$ cat src/rtl/cpu4_pkg.sv
// cpu4_pkg: shared definitions for the 4-bit CPU execute stage.
//   - CPU4_WIDTH      : default data/address width
//   - SX_* / SY_*     : operand-X / operand-Y select encodings
//   - state_t         : RUN/HALT state of the execute stage
package cpu4_pkg;

  localparam int CPU4_WIDTH = 4;

  // Operand-X select (s0)
  localparam logic [1:0] SX_A    = 2'b00;
  localparam logic [1:0] SX_B    = 2'b01;
  localparam logic [1:0] SX_IN   = 2'b10;
  localparam logic [1:0] SX_ZERO = 2'b11;

  // Operand-Y select (s1)
  localparam logic [1:0] SY_ZERO = 2'b00;
  localparam logic [1:0] SY_IM   = 2'b01;
  localparam logic [1:0] SY_A    = 2'b10;
  localparam logic [1:0] SY_B    = 2'b11;

  typedef enum logic {
    RUN  = 1'b0,
    HALT = 1'b1
  } state_t;

endpackage

$ cat src/rtl/cpu4_alu.sv
// cpu4_alu: combinational operand muxes and adder for the execute stage.
// Ports:
//   s0, s1   : operand-X / operand-Y selects
//   im       : immediate operand
//   a, b     : A and B register values
//   in_port  : external input switches
//   sum      : X + Y modulo 2^WIDTH (carry-out dropped)
//   zero     : sum == 0
module cpu4_alu
  import cpu4_pkg::*;
#(
  parameter int WIDTH = CPU4_WIDTH
) (
  input  logic [1:0]       s0,
  input  logic [1:0]       s1,
  input  logic [WIDTH-1:0] im,
  input  logic [WIDTH-1:0] a,
  input  logic [WIDTH-1:0] b,
  input  logic [WIDTH-1:0] in_port,
  output logic [WIDTH-1:0] sum,
  output logic             zero
);

  logic [WIDTH-1:0] x_s;
  logic [WIDTH-1:0] y_s;

  // Operand-X multiplexer
  always_comb begin
    x_s = {WIDTH{1'b0}};
    case (s0)
      SX_A:    x_s = a;
      SX_B:    x_s = b;
      SX_IN:   x_s = in_port;
      SX_ZERO: x_s = {WIDTH{1'b0}};
      default: x_s = {WIDTH{1'b0}};
    endcase
  end

  // Operand-Y multiplexer
  always_comb begin
    y_s = {WIDTH{1'b0}};
    case (s1)
      SY_ZERO: y_s = {WIDTH{1'b0}};
      SY_IM:   y_s = im;
      SY_A:    y_s = a;
      SY_B:    y_s = b;
      default: y_s = {WIDTH{1'b0}};
    endcase
  end

  // Adder: the result is truncated to WIDTH bits, so the carry-out is lost
  always_comb begin
    sum  = x_s + y_s;
    zero = (sum == {WIDTH{1'b0}});
  end

endmodule

$ cat src/rtl/cpu4_datapath.sv
// cpu4_datapath: execute stage of the 4-bit CPU.
// Holds A, B, OUT, PC, the zero flag and the RUN/HALT state.
// Ports:
//   clk, rst      : clock and synchronous active-high reset
//   en            : step enable; state only changes when en=1
//   im, s0, s1    : immediate and operand selects from the decoder
//   l0..l3        : load strobes for A, B, OUT, PC
//   hlt           : halt request (sticky until rst)
//   in_port       : external input switches
//   pc            : ROM address
//   out_port      : OUT register
//   reg_a, reg_b  : A and B registers (visibility)
//   zf            : registered zero flag back to the decoder
//   halted        : 1 while in HALT
module cpu4_datapath
  import cpu4_pkg::*;
#(
  parameter int                WIDTH    = CPU4_WIDTH,
  parameter logic [WIDTH-1:0]  RESET_PC = {WIDTH{1'b0}}
) (
  input  logic             clk,
  input  logic             rst,
  input  logic             en,
  input  logic [WIDTH-1:0] im,
  input  logic [1:0]       s0,
  input  logic [1:0]       s1,
  input  logic             l0,
  input  logic             l1,
  input  logic             l2,
  input  logic             l3,
  input  logic             hlt,
  input  logic [WIDTH-1:0] in_port,
  output logic [WIDTH-1:0] pc,
  output logic [WIDTH-1:0] out_port,
  output logic [WIDTH-1:0] reg_a,
  output logic [WIDTH-1:0] reg_b,
  output logic             zf,
  output logic             halted
);

  localparam logic [WIDTH-1:0] PC_INC = {{(WIDTH-1){1'b0}}, 1'b1};

  state_t           state_r;
  state_t           state_next_s;
  logic             step_s;
  logic [WIDTH-1:0] a_r;
  logic [WIDTH-1:0] b_r;
  logic [WIDTH-1:0] out_r;
  logic [WIDTH-1:0] pc_r;
  logic             zf_r;
  logic [WIDTH-1:0] sum_s;
  logic             zero_s;

  cpu4_alu #(
    .WIDTH (WIDTH)
  ) u_alu (
    .s0      (s0),
    .s1      (s1),
    .im      (im),
    .a       (a_r),
    .b       (b_r),
    .in_port (in_port),
    .sum     (sum_s),
    .zero    (zero_s)
  );

  // An instruction executes only when enabled, running, and not halting
  always_comb begin
    step_s = 1'b0;
    if (en && (state_r == RUN) && !hlt) begin
      step_s = 1'b1;
    end else begin
      step_s = 1'b0;
    end
  end

  // Halt FSM next-state: HALT is only left through reset
  always_comb begin
    state_next_s = state_r;
    case (state_r)
      RUN: begin
        if (en && hlt) begin
          state_next_s = HALT;
        end else begin
          state_next_s = RUN;
        end
      end
      HALT:    state_next_s = HALT;
      default: state_next_s = RUN;
    endcase
  end

  // Halt FSM state register
  always_ff @(posedge clk) begin
    if (rst) begin
      state_r <= RUN;
    end else begin
      state_r <= state_next_s;
    end
  end

  // Architectural registers; the halting edge itself updates nothing
  always_ff @(posedge clk) begin
    if (rst) begin
      a_r   <= {WIDTH{1'b0}};
      b_r   <= {WIDTH{1'b0}};
      out_r <= {WIDTH{1'b0}};
      pc_r  <= RESET_PC;
      zf_r  <= 1'b0;
    end else if (step_s) begin
      if (l0) a_r   <= sum_s;
      if (l1) b_r   <= sum_s;
      if (l2) out_r <= sum_s;
      // A jump takes priority over the sequential increment (and its wrap)
      if (l3) begin
        pc_r <= sum_s;
      end else begin
        pc_r <= pc_r + PC_INC;
      end
      zf_r <= zero_s;
    end
  end

  assign reg_a    = a_r;
  assign reg_b    = b_r;
  assign out_port = out_r;
  assign pc       = pc_r;
  assign zf       = zf_r;
  assign halted   = (state_r == HALT);

endmodule

$ cat config.mk
export PLATFORM = sky130hd
export DESIGN_NAME = cpu4_datapath
export DESIGN_NICKNAME = d
export VERILOG_FILES = /design/src/rtl/cpu4_pkg.sv /design/src/rtl/cpu4_alu.sv /design/src/rtl/cpu4_datapath.sv
export SDC_FILE = /design/constraint.sdc
export NUM_CORES = 1
export LEC_CHECK = 0
export ABC_CLOCK_PERIOD_IN_PS = 5200
export BUFFER_PORTS_ARGS = -buffer_cell sky130_fd_sc_hd__buf_4
export CAP_MARGIN = 20
export CORE_MARGIN = 1
export CORE_UTILIZATION = 52
export DETAILED_ROUTE_END_ITERATION = 10
export GPL_ROUTABILITY_DRIVEN = 1
export GPL_TIMING_DRIVEN = 1
export PLACE_DENSITY = 0.95
export SYNTH_ARGS = -nofsm -noshare
export SYNTH_HDL_FRONTEND = slang
export SYNTH_SLANG_ARGS = --single-unit
$ cat constraint.sdc
create_clock -name clk -period 5.2 [get_ports clk]
set_input_delay 0 -clock clk [delete_from_list [all_inputs] [get_ports clk]]
set_output_delay 0 -clock clk [all_outputs]
set_load 0.03 [all_outputs]
==> summary.md, run 1 <==
| Metric | Value |
|---|---|
| Worst Path Max Fanout | `5` |
| Maxcap violations | `0` |
| Rel. slew slack | `0.631` |
| Synth Flop Type | `dfxtp_1` |
| Reg2reg path depth | `10` |
| Worst hold stages | `3` |
| Initial antenna violation count | `0` |
| Post-synth top area share | `0.343` |
| Fin Clk Skew | `around 0.0020 ns` |
| Wirelength per Cell | `around 16 microns` |
| Arrival time at the worst endpoint | `~2.5 ns` |
| CTS root buf | `clkbuf_4` |
| Rows | `15` |
| Die Span Y | `~47 microns` |
| Routability congestion estimate | `0.821` |
| Final wirelength | `approximately 2.8 mm` |
| Total congestion overflow | `0` |
| Core area | `between 1500 and 2000 sq um` |
| Top-count cell post-synth | `dfxtp_1` |
| Reg power frac | `0.469` |
| Post-synth top cells | `dfxtp_1 (18), nor2_1 (17), mux2i_1 (14)` |
| CTS tree | `built` |
| Max-slew violation count | `0` |
| Layout area overhead | `33.1%` |
| CP Capture Type | `register` |
| Clk_lat worst skew | `roughly 0.30 ns` |
| Synth area leaders | `dfxtp_1 (34%), mux2i_1 (13%), nor2_1 (6.1%)` |
| Seq/Total Area, Yosys | `0.343` |
| CTS resizes | `0` |
| Post-Layout Cell Count | `between 150 and 200` |
| Initial Util | `0.583` |
| Synth Register Bits | `18` |
| Yosys warnings | `0` |
| Largest net degree at the start of global routing | `20` |
| Synth Instances | `about 110` |
| Worst setup path startpoint | `reg_a[0]` |
| First-pass GRT wire length | `4.40 mm` |
| Min-delay worst type | `primary input to register` |
| Sw frac | `0.297` |
| Peak Freq | `442 MHz` |
| Setup violations, final | `0` |
| CTS buffer count | `3` |
| Hold path startpoint | `l3` |
| Combinational power share | `0.250` |
| Final Cycle Share | `0.435` |
| Setup ws final | `slightly below 3 ns` |
| DRT Pass-1 Iters | `5` |
| Initial DRC Count | `35` |
| Vias per cell | `between 5 and 6` |
| CTS clk-pin slew, worst paths | `0.11 ns` |
| Dpl ws | `2.97 ns` |
| Net Count, Synth | `~140` |
| Clock sink count | `18` |
| Min Tclk post-route | `between 2 and 2.5 ns` |
| Dpl cells | `around 170` |
| Top Ports | `38` |
| Int Pwr | `between 200 and 250 uW` |
| Hold_buf cts | `4` |
| Post-synth top area cell | `dfxtp_1` |
| FF-to-FF Start | `reg_a[0]` |
| Drc violations | `0` |
| Critical Path Source Type | `register` |
| Final ANT Viol Nets | `0` |
| RSZ-0062 raised after global routing | `false` |
| Worst VDD drop | `approximately 0.00022 V` |
| Fin. Hold Viols | `0` |
| Post-synth EDFFs | `0` |
| WP data required | `5.45 ns` |
| Postcts setup bufs | `0` |
| IO Port Bufs | `37` |
| DIE AREA | `about 2200 sq um` |
| Status | `completed` |
| Setup TNS | `0 ns` |
| Syn avg cell area | `a little over 9 sq um` |
| Final HPWL DP | `about 2.1 mm` |
| Total power | `318 uW` |
| Yosys cell types | `34` |
| Critical path type | `register to register` |
| Fill cells | `between 100 and 150` |
| Clock group share of total power | `0.281` |
| P_sw | `approximately 94 uW` |
| Leak pwr | `between 0.6 and 0.7 nW` |
| Htree depth | `1` |
| Vias | `1032` |
| Post-Syn Area | `approximately 1100 sq um` |
| Cell Pwr Density | `around 230 nW/um^2` |
| Async set-reset flop share out of synthesis | `0` |
| GR Util All Layers | `0.294` |
| Share of cells above drive strength 1 | `0.333` |
| # nets final | `176` |
| Worst slew pin tran | `about 0.55 ns` |
| Ant diodes | `0` |
| Number of global-route vias before repair | `approximately 1000` |
| Die X | `47.0 microns` |
| Clock tree buffer depth | `2` |
[registers in the layout, summed over array words and instances, names as in the netlist]
register  count
reg_a         4
out_port      4
zf            1
reg_b         4
pc            4
halted        1
[metal layers]
metal	vias up	routed length, microns	GRT usage
met5	-	0	0
met4	0	131	0.189
met3	15	130	0.0577
met2	41	1440	0.517
li1	478	-	-
met1	498	1100	0.322
[logic make-up (layout without fill, tap and decap cells)]
kind of cell             after synthesis  in the layout  synth area share
XOR/XNOR                               2              2            0.0310
AND/OR/NAND/NOR                       34             34             0.167
flip-flops                            18             18             0.343
buffers and inverters                 12             49            0.0500
adder cells (fa/ha/maj)                5              5            0.0667
multiplexers                          18             18             0.180
AO/OA/AOI/OAI                         24             24             0.163
[path summary, 6_finish.rpt]
kind,endpoint,slack [ns]
worst max register to register,pc[2],2.94
worst min register to register,out_port[1],0.50
worst max-delay path,pc[2],2.94
worst min-delay path,pc[0],0.03
[power groups by stage]
stage               clock, mW  combinational (mW)  sequential, mW
floorplan                   0              0.0378           0.161
global placement            0              0.0723           0.151
detailed placement          0              0.0756           0.152
CTS                    0.0901              0.0787           0.149
global route           0.0960              0.0856           0.150
finish                 0.0894              0.0794           0.149
[critical path, cell delays in order (launching register included)]
cell and delay [ns]:
dfxtp_1 0.41, mux2i_1 0.10, o21ai_0 0.20, ha_1 0.22
inv_1 0.06, fa_1 0.37, xnor2_1 0.48, a21oi_1 0.15
nor2_1 0.10, a21oi_1 0.05, nor2_1 0.08
[through the flow]
stage / area (sq um) / util / hold slack, ns
2_1_floorplan: 1050 / - / 0.141
3_3_place_gp: 1320 / 0.734 / 0.243
3_5_place_dp: 1320 / 0.734 / 0.251
4_1_cts: 1400 / 0.776 / 0.0263
5_1_grt: 1400 / 0.776 / 0.0346
6_report: 1400 / 0.776 / 0.0341
[cells in the final DEF (no fill, tap or decap), drive strengths merged]
| cell | count |
|---|---|
| xnor2 | 1 |
| or3 | 1 |
| a31oi | 2 |
| ha | 4 |
| mux2 | 4 |
| xnor3 | 1 |
| nand3 | 3 |
| o41ai | 1 |
| a22oi | 1 |
| and2 | 3 |
| nor3b | 2 |
| nand3b | 1 |
| mux2i | 14 |
| a21oi | 6 |
| nand2 | 2 |
| a22o | 3 |
| fa | 1 |
| a2bb2oi | 1 |
| o21ai | 4 |
| a21o | 2 |
| buf | 37 |
| nor2b | 2 |
| or4 | 1 |
| clkbuf | 4 |
| inv | 4 |
| dlygate4sd3 | 4 |
| dfxtp | 18 |
| nor2 | 17 |
| or3b | 1 |
| nor3 | 1 |
| a211oi | 4 |
[area by class of cell]
| class | instances | area, sq um | share of cell area |
|---|---|---|---|
| sequential | 18 | 360 | 0.258 |
| timing repair buffer | 41 | 318 | 0.227 |
| inverter | 4 | 15.0 | 0.0107 |
| clock buffer | 4 | 36.3 | 0.0259 |
| multi-input combinational | 83 | 638 | 0.456 |
| tap | 25 | 31.3 | 0.0224 |
Power figures use the tool's default switching activity.
==> run 2, diff against run 1 <==
ABC_AREA = 1   (was unset)
ABC_CLOCK_PERIOD_IN_PS = 1900   (was 5200)
CORE_UTILIZATION = 44   (was 52)
PLACE_DENSITY = 0.86   (was 0.95)
clock period = 1.9 ns   (was 5.2 ns; I/O delays follow)
==> run 2 against run 1 <==
Worst hold slack lost 0.00089 ns. First-iteration DRC count shrank 34%. Sequential power grew to 2.8 times the previous value. Global-route usage shrank 6.5 points. Final cell count grew 32%. Clock power grew to 2.6 times the previous value. Sequential share of layout area shrank 2.2 points. Utilization shrank 11 points. Total power grew to 3.0 times the previous value.
==> summary.md, run 2 <==
| Metric | Value |
|---|---|
| Final ANT Viol Nets | `0 (unchanged)` |
| Yosys cell types | `28 (was 34)` |
| Top Ports | `38 (unchanged)` |
| Fill cells | `202 (was 134)` |
| Vias | `1222 (was 1032)` |
| Fin Clk Skew | `0.00519 ns (was 0.00197 ns)` |
| IO Port Bufs | `37 (unchanged)` |
| Worst slew pin tran | `0.442 ns (was 0.550 ns)` |
| GR Util All Layers | `0.230 (was 0.294)` |
| Htree depth | `1 (unchanged)` |
| Min-delay worst type | `primary input to register (unchanged)` |
| Reg2reg path depth | `8 (was 10)` |
| CTS root buf | `clkbuf_4 (unchanged)` |
| Yosys warnings | `0 (unchanged)` |
| Number of global-route vias before repair | `1118 (was 995)` |
| Initial Util | `0.485 (was 0.583)` |
| Clk_lat worst skew | `0.29 ns (was 0.30 ns)` |
| Rows | `17 (was 15)` |
| Worst VDD drop | `0.000604 V (was 0.000217 V)` |
| CTS clk-pin slew, worst paths | `0.10 ns (was 0.11 ns)` |
| Leak pwr | `0.760 nW (was 0.638 nW)` |
| Share of cells above drive strength 1 | `0.389 (was 0.333)` |
| GR Layer Usage met1 | `0.269 (was 0.322)` |
| Synth Instances | `158 (was 113)` |
| Maxcap violations | `0 (unchanged)` |
| Die Span Y | `52.6 microns (was 47.0 microns)` |
| Net Count, Synth | `183 (was 138)` |
| Top-count cell post-synth | `nand3_1 (was dfxtp_1)` |
| Critical Path Source Type | `register (unchanged)` |
| Setup violations, final | `0 (unchanged)` |
| Cell Pwr Density | `617 nW/um^2 (was 227 nW/um^2)` |
| Post-synth top cells | `nand3_1 (23), nand2_1 (20), dfxtp_1 (18) (was dfxtp_1 (18), nor2_1 (17), mux2i_1 (14))` |
| Clock tree buffer depth | `2 (unchanged)` |
| RSZ-0062 raised after global routing | `true (was false)` |
| Synth Flop Type | `dfxtp_1 (unchanged)` |
| Largest net degree at the start of global routing | `16 (was 20)` |
| Dpl ws | `0.0468 ns (was 2.97 ns)` |
| Worst hold stages | `4 (was 3)` |
| Rel. slew slack | `0.704 (was 0.631)` |
| Clock sink count | `18 (unchanged)` |
| Final HPWL DP | `2.23 mm (was 2.14 mm)` |
| CP Capture Type | `register (unchanged)` |
| Ant diodes | `0 (unchanged)` |
| Final wirelength | `2.85 mm (was 2.80 mm)` |
| Setup ws final | `0.0582 ns (was 2.94 ns)` |
| First-pass GRT wire length | `4.71 mm (was 4.40 mm)` |
| DRT Pass-1 Iters | `4 (was 5)` |
| WP data required | `2.13 ns (was 5.45 ns)` |
| Seq/Total Area, Yosys | `0.320 (was 0.343)` |
| Setup TNS | `0 ns (unchanged)` |
| Max-slew violation count | `0 (unchanged)` |
| Vias per cell | `5.29 (was 5.90)` |
| Die X | `52.6 microns (was 47.0 microns)` |
| Synth Register Bits | `18 (unchanged)` |
| Initial DRC Count | `23 (was 35)` |
| Status | `completed (unchanged)` |
| Wirelength per Cell | `12.3 microns (was 16.0 microns)` |
| FF+latch area | `364 sq um (was 360 sq um)` |
| Fin. Hold Viols | `0 (unchanged)` |
| DIE AREA | `2760 sq um (was 2200 sq um)` |
| Peak Freq | `543 MHz (was 442 MHz)` |
| Post-Syn Area | `1120 sq um (was 1050 sq um)` |
| Syn avg cell area | `7.12 sq um (was 9.30 sq um)` |
| Most frequent cells in the layout | `buf_4 (42), nand3_1 (23), nand2_1 (19), dfxtp_1 (15), inv_1 (13) (was buf_4 (37), dfxtp_1 (18), nor2_1 (17), mux2i_1 (14), a21oi_1 (6))` |
| Worst Path Max Fanout | `3 (was 5)` |
| # nets final | `229 (was 176)` |
| Post-synth EDFFs | `0 (unchanged)` |
| Post-synth top area cell | `dfxtp_1 (unchanged)` |
| Async set-reset flop share out of synthesis | `0 (unchanged)` |
| Drc violations | `0 (unchanged)` |
| Arrival time at the worst endpoint | `2.07 ns (was 2.51 ns)` |
| GR Util met2 | `0.420 (was 0.517)` |
| Min Tclk post-route | `1.84 ns (was 2.26 ns)` |
| CTS tree | `built (unchanged)` |
| Layout area overhead | `37.2% (was 33.1%)` |
| Core area | `2320 sq um (was 1800 sq um)` |
| Routability congestion estimate | `0.834 (was 0.821)` |
| Initial antenna violation count | `0 (unchanged)` |
| Commonest non-fill, non-tap cell in the layout | `buf_4 (unchanged)` |
| Met3 usage | `0.0203 (was 0.0577)` |
| Final Cycle Share | `0.969 (was 0.435)` |
| CTS buffer count | `3 (unchanged)` |
| GR peak layer | `met2 (unchanged)` |
| Total congestion overflow | `0 (unchanged)` |
| Post-synth top area share | `0.320 (was 0.343)` |
| Synth area leaders | `dfxtp_1 (32%), nand3_1 (10%), nand2_1 (6.7%) (was dfxtp_1 (34%), mux2i_1 (13%), nor2_1 (6.1%))` |
| Critical path type | `register to register (unchanged)` |
| Multi-input logic area | `666 sq um (was 638 sq um)` |
-- run 2: cells by family after synthesis --
family | count (synthesis) | share of synthesized area
flops | 18 | 0.320
xor+xnor | 3 | 0.0234
compound gates | 34 | 0.169
simple gates | 69 | 0.314
fa+ha+maj | 5 | 0.0623
buf+inv | 29 | 0.111
-- run 2: final cells by class --
| cell class | instances | share of cell area |
|---|---|---|
| clock buffers | 4 | 0.0235 |
| inverters | 25 | 0.0624 |
| multi-input cells | 111 | 0.431 |
| flip-flops and latches | 18 | 0.236 |
| well taps | 28 | 0.0227 |
| repair buffers | 45 | 0.224 |
-- run 2: worst max-delay path: stages, from the launching register on --
cell	delay, ns
dfxtp_2	0.34
inv_1	0.07
o211ai_1	0.23
inv_1	0.10
fa_2	0.61
inv_2	0.06
nor3_2	0.17
nand3_1	0.09
a21oi_1	0.13
-- run 2: per-layer routing --
layer	part of all wire	vias to the layer above	wire, microns
met4	0.012	0	35
met2	0.51	50	1460
li1	-	621	-
met5	0	-	0
met3	0.060	4	172
met1	0.42	547	1180
-- run 2: where the power goes --
part | internal [mW] | switching [mW] | total, mW
registers | 0.399 | 0.0203 | 0.419
logic | 0.130 | 0.172 | 0.302
clock network | 0.117 | 0.114 | 0.231
total | 0.646 | 0.307 | 0.952
-- run 2: repair_timing --
item,in CTS,in global routing
hold buffers,3,0
endpoints found under the hold margin,3,0
pin swaps,1,10
setup endpoints to repair,1,5
setup buffers,0,4
resized for setup,0,10
-- run 2: path summary, 6_finish.rpt --
| kind | slack, ns | start | end |
|---|---|---|---|
| worst min register to register | 0.51 | out_port[0] | out_port[0] |
| worst min-delay path | 0.03 | l3 | pc[3] |
| worst max-delay path | 0.06 | reg_a[1] | zf |
| worst max register to register | 0.06 | reg_a[1] | zf |
-- run 2: stage by stage --
step | hold slack, ns | total power [mW] | instances | utilization | area, sq um
after floorplan | 0.0624 | 0.597 | 158 | - | 1130
after global placement | 0.191 | 0.687 | 220 | 0.612 | 1420
after detailed placement | 0.194 | 0.693 | 220 | 0.612 | 1420
after CTS | 0.0271 | 0.931 | 227 | 0.641 | 1490
after global routing | 0.0414 | 1.01 | 231 | 0.665 | 1540
final | 0.0332 | 0.952 | 231 | 0.665 | 1540
==> run 3, diff against run 2 <==
CELL_PAD_IN_SITES_DETAIL_PLACEMENT = 1   (was unset)
CELL_PAD_IN_SITES_GLOBAL_PLACEMENT = 1   (was unset)
CORE_UTILIZATION = 31   (was 44)
PLACE_DENSITY = 0.87   (was 0.86)
==> run 3 against run 2 <==
Total power down 3.0%. Wire length up 8.3%. Largest cell class unchanged. Sequential share of layout area down 0.30 points. Clock-buffer cell count down 1. Sequential power about the same. Cell area up 1.6%.
==> summary.md, run 3 (synthesized netlist as in run 2, its figures left out) <==
| Metric | Value |
|---|---|
| Final ANT Viol Nets | `0 (unchanged)` |
| Initial Util | `0.329 (was 0.485)` |
| Ant diodes | `0 (unchanged)` |
| Dpl cells | `238 (was 220)` |
| # nets final | `230 (was 229)` |
| Top delay family on crit path | `adder cells (unchanged)` |
| Rel. slew slack | `0.741 (was 0.704)` |
| Largest net degree at the start of global routing | `16 (unchanged)` |
| Max-slew violation count | `0 (unchanged)` |
| CTS tree | `built (unchanged)` |
| First-pass GRT wire length | `5.15 mm (was 4.71 mm)` |
| Arrival time at the worst endpoint | `2.06 ns (was 2.07 ns)` |
| GR Util All Layers | `0.165 (was 0.230)` |
| DRT Pass-1 Iters | `4 (unchanged)` |
| WP data required | `2.14 ns (was 2.13 ns)` |
| Fin. Hold Viols | `0 (unchanged)` |
| Cell Pwr Density | `589 nW/um^2 (was 617 nW/um^2)` |
| Wirelength per Cell | `12.4 microns (was 12.3 microns)` |
| Initial DRC Count | `41 (was 23)` |
| Routability congestion estimate | `0.787 (was 0.834)` |
| Worst slew pin tran | `0.388 ns (was 0.442 ns)` |
| Vias per cell | `4.76 (was 5.29)` |
| Status | `completed (unchanged)` |
| CP Capture Type | `register (unchanged)` |
| Die Span Y | `62.2 microns (was 52.6 microns)` |
| Most frequent cells in the layout | `buf_4 (43), nand3_1 (21), nand2_1 (20), dfxtp_1 (14), inv_1 (13) (was buf_4 (42), nand3_1 (23), nand2_1 (19), dfxtp_1 (15), inv_1 (13))` |
| Crit-path cells | `nand2_1 > a21oi_2 > ha_2 > inv_2 > fa_1 > inv_2 > nor3_2 > nand3_1 > a21oi_1 (was inv_1 > o211ai_1 > inv_1 > fa_2 > inv_2 > nor3_2 > nand3_1 > a21oi_1)` |
| CP max stage cell | `fa_1 (was fa_2)` |
| Clock tree buffer depth | `2 (unchanged)` |
| Min Tclk post-route | `1.83 ns (was 1.84 ns)` |
| Layout area overhead | `39.4% (was 37.2%)` |
| IO Port Bufs | `37 (unchanged)` |
| Crit path buffers/inverters | `2 (was 3)` |
| Worst Path Max Fanout | `4 (was 3)` |
| Setup violations, final | `0 (unchanged)` |
| Critical path type | `register to register (unchanged)` |
| Die X | `62.2 microns (was 52.6 microns)` |
| RSZ-0062 raised after global routing | `true (unchanged)` |
| Rows | `21 (was 17)` |
| Drc violations | `0 (unchanged)` |
| Clock sink count | `18 (unchanged)` |
| Clk_lat worst skew | `0.30 ns (was 0.29 ns)` |
| Final wirelength | `3.09 mm (was 2.85 mm)` |
| Critical Path Source Type | `register (unchanged)` |
| Final HPWL DP | `2.33 mm (was 2.23 mm)` |
| Dpl ws | `-0.0397 ns (was 0.0468 ns)` |
| CP most frequent cell | `inv_2 (was inv_1)` |
| Fin Clk Skew | `0.00666 ns (was 0.00519 ns)` |
| Vias | `1185 (was 1222)` |
| Total congestion overflow | `0 (unchanged)` |
| Htree depth | `1 (unchanged)` |
| Min-delay worst type | `primary input to register (unchanged)` |
| Number of global-route vias before repair | `1119 (was 1118)` |
| Fill cells | `450 (was 202)` |
| Post-Layout Cell Count | `249 (was 231)` |
| Setup ws final | `0.0738 ns (was 0.0582 ns)` |
| Final Cycle Share | `0.961 (was 0.969)` |
| CTS buffer count | `3 (unchanged)` |
| CTS root buf | `clkbuf_4 (unchanged)` |
| Peak Freq | `548 MHz (was 543 MHz)` |
| Top Ports | `38 (unchanged)` |
| Leak pwr | `0.761 nW (was 0.760 nW)` |
| DIE AREA | `3870 sq um (was 2760 sq um)` |
| Core area | `3420 sq um (was 2320 sq um)` |
| CTS clk-pin slew, worst paths | `0.09 ns (was 0.10 ns)` |
| Share of cells above drive strength 1 | `0.394 (was 0.389)` |
| Worst VDD drop | `0.000362 V (was 0.000604 V)` |
| Dpl cell area | `1440 sq um (was 1420 sq um)` |
| Maxcap violations | `0 (unchanged)` |
| Final Instance Area | `1570 sq um (was 1540 sq um)` |
| Initial antenna violation count | `0 (unchanged)` |
| Max stage delay on crit path | `0.52 ns (was 0.61 ns)` |
| Commonest non-fill, non-tap cell in the layout | `buf_4 (unchanged)` |
-- run 3: cell count changes in the layout (fill, tap and decap cells not counted), sizes merged --
cell / change
buf: +1
clkbuf: -1
-- run 3: worst register-to-register path: stages (launching register included) --
cell and delay (ns):
dfxtp_2 0.36, nand2_1 0.07, a21oi_2 0.13, ha_2 0.19, inv_2 0.04, fa_1 0.52, inv_2 0.06, nor3_2 0.17
nand3_1 0.08, a21oi_1 0.14
-- run 3: routing by layer --
layer | up-vias | GRT usage | wire, microns
met5 | - | 0 | 0
met4 | 0 | 0.0698 | 51
met3 | 5 | 0.0239 | 123
met2 | 31 | 0.262 | 1380
met1 | 531 | 0.222 | 1530
li1 | 618 | - | -
-- run 3: cell type report --
cell class                      instances  area [sq um]  share of cell area
Clock buffer                            3          22.5              0.0144
Timing Repair Buffer                   46           353               0.225
Sequential cell                        18           365               0.233
Inverter                               25          96.3              0.0615
Tap cell                               46          57.6              0.0367
Multi-Input combinational cell        111           673               0.429
-- run 3: final timing paths --
path	to	depth (start not counted)	from	slack, ns
setup reg to reg	zf	9	reg_b[0]	0.07
setup / recovery	zf	9	reg_b[0]	0.07
hold / removal	pc[1]	3	l3	0.01
hold reg to reg	out_port[0]	2	out_port[0]	0.50
-- run 3: per-stage QoR --
stage / utilization / total power, mW / hold WS (ns) / setup TNS, ns
after floorplan: - / 0.597 / 0.0624 / 0
after global placement: 0.422 / 0.692 / 0.191 / 0
after detailed placement: 0.422 / 0.698 / 0.193 / -0.0397
after CTS: 0.444 / 0.911 / 0.00158 / 0
after global routing: 0.459 / 0.976 / 0.0282 / -0.0193
final: 0.459 / 0.924 / 0.0131 / 0
-- run 3: power breakdown --
part	internal [mW]	switching, mW	total, mW
combinational	0.134	0.176	0.309
clock	0.0740	0.120	0.194
sequential	0.399	0.0215	0.421
-- run 3: what timing repair did --
| action | in CTS | in global routing |
|---|---|---|
| resized for setup | 3 | 8 |
| endpoints found under the hold margin | 3 | 0 |
| pin swaps | 1 | 7 |
| setup buffers | 1 | 4 |
| endpoints found under the setup margin | 1 | 6 |
| hold buffers | 3 | 0 |
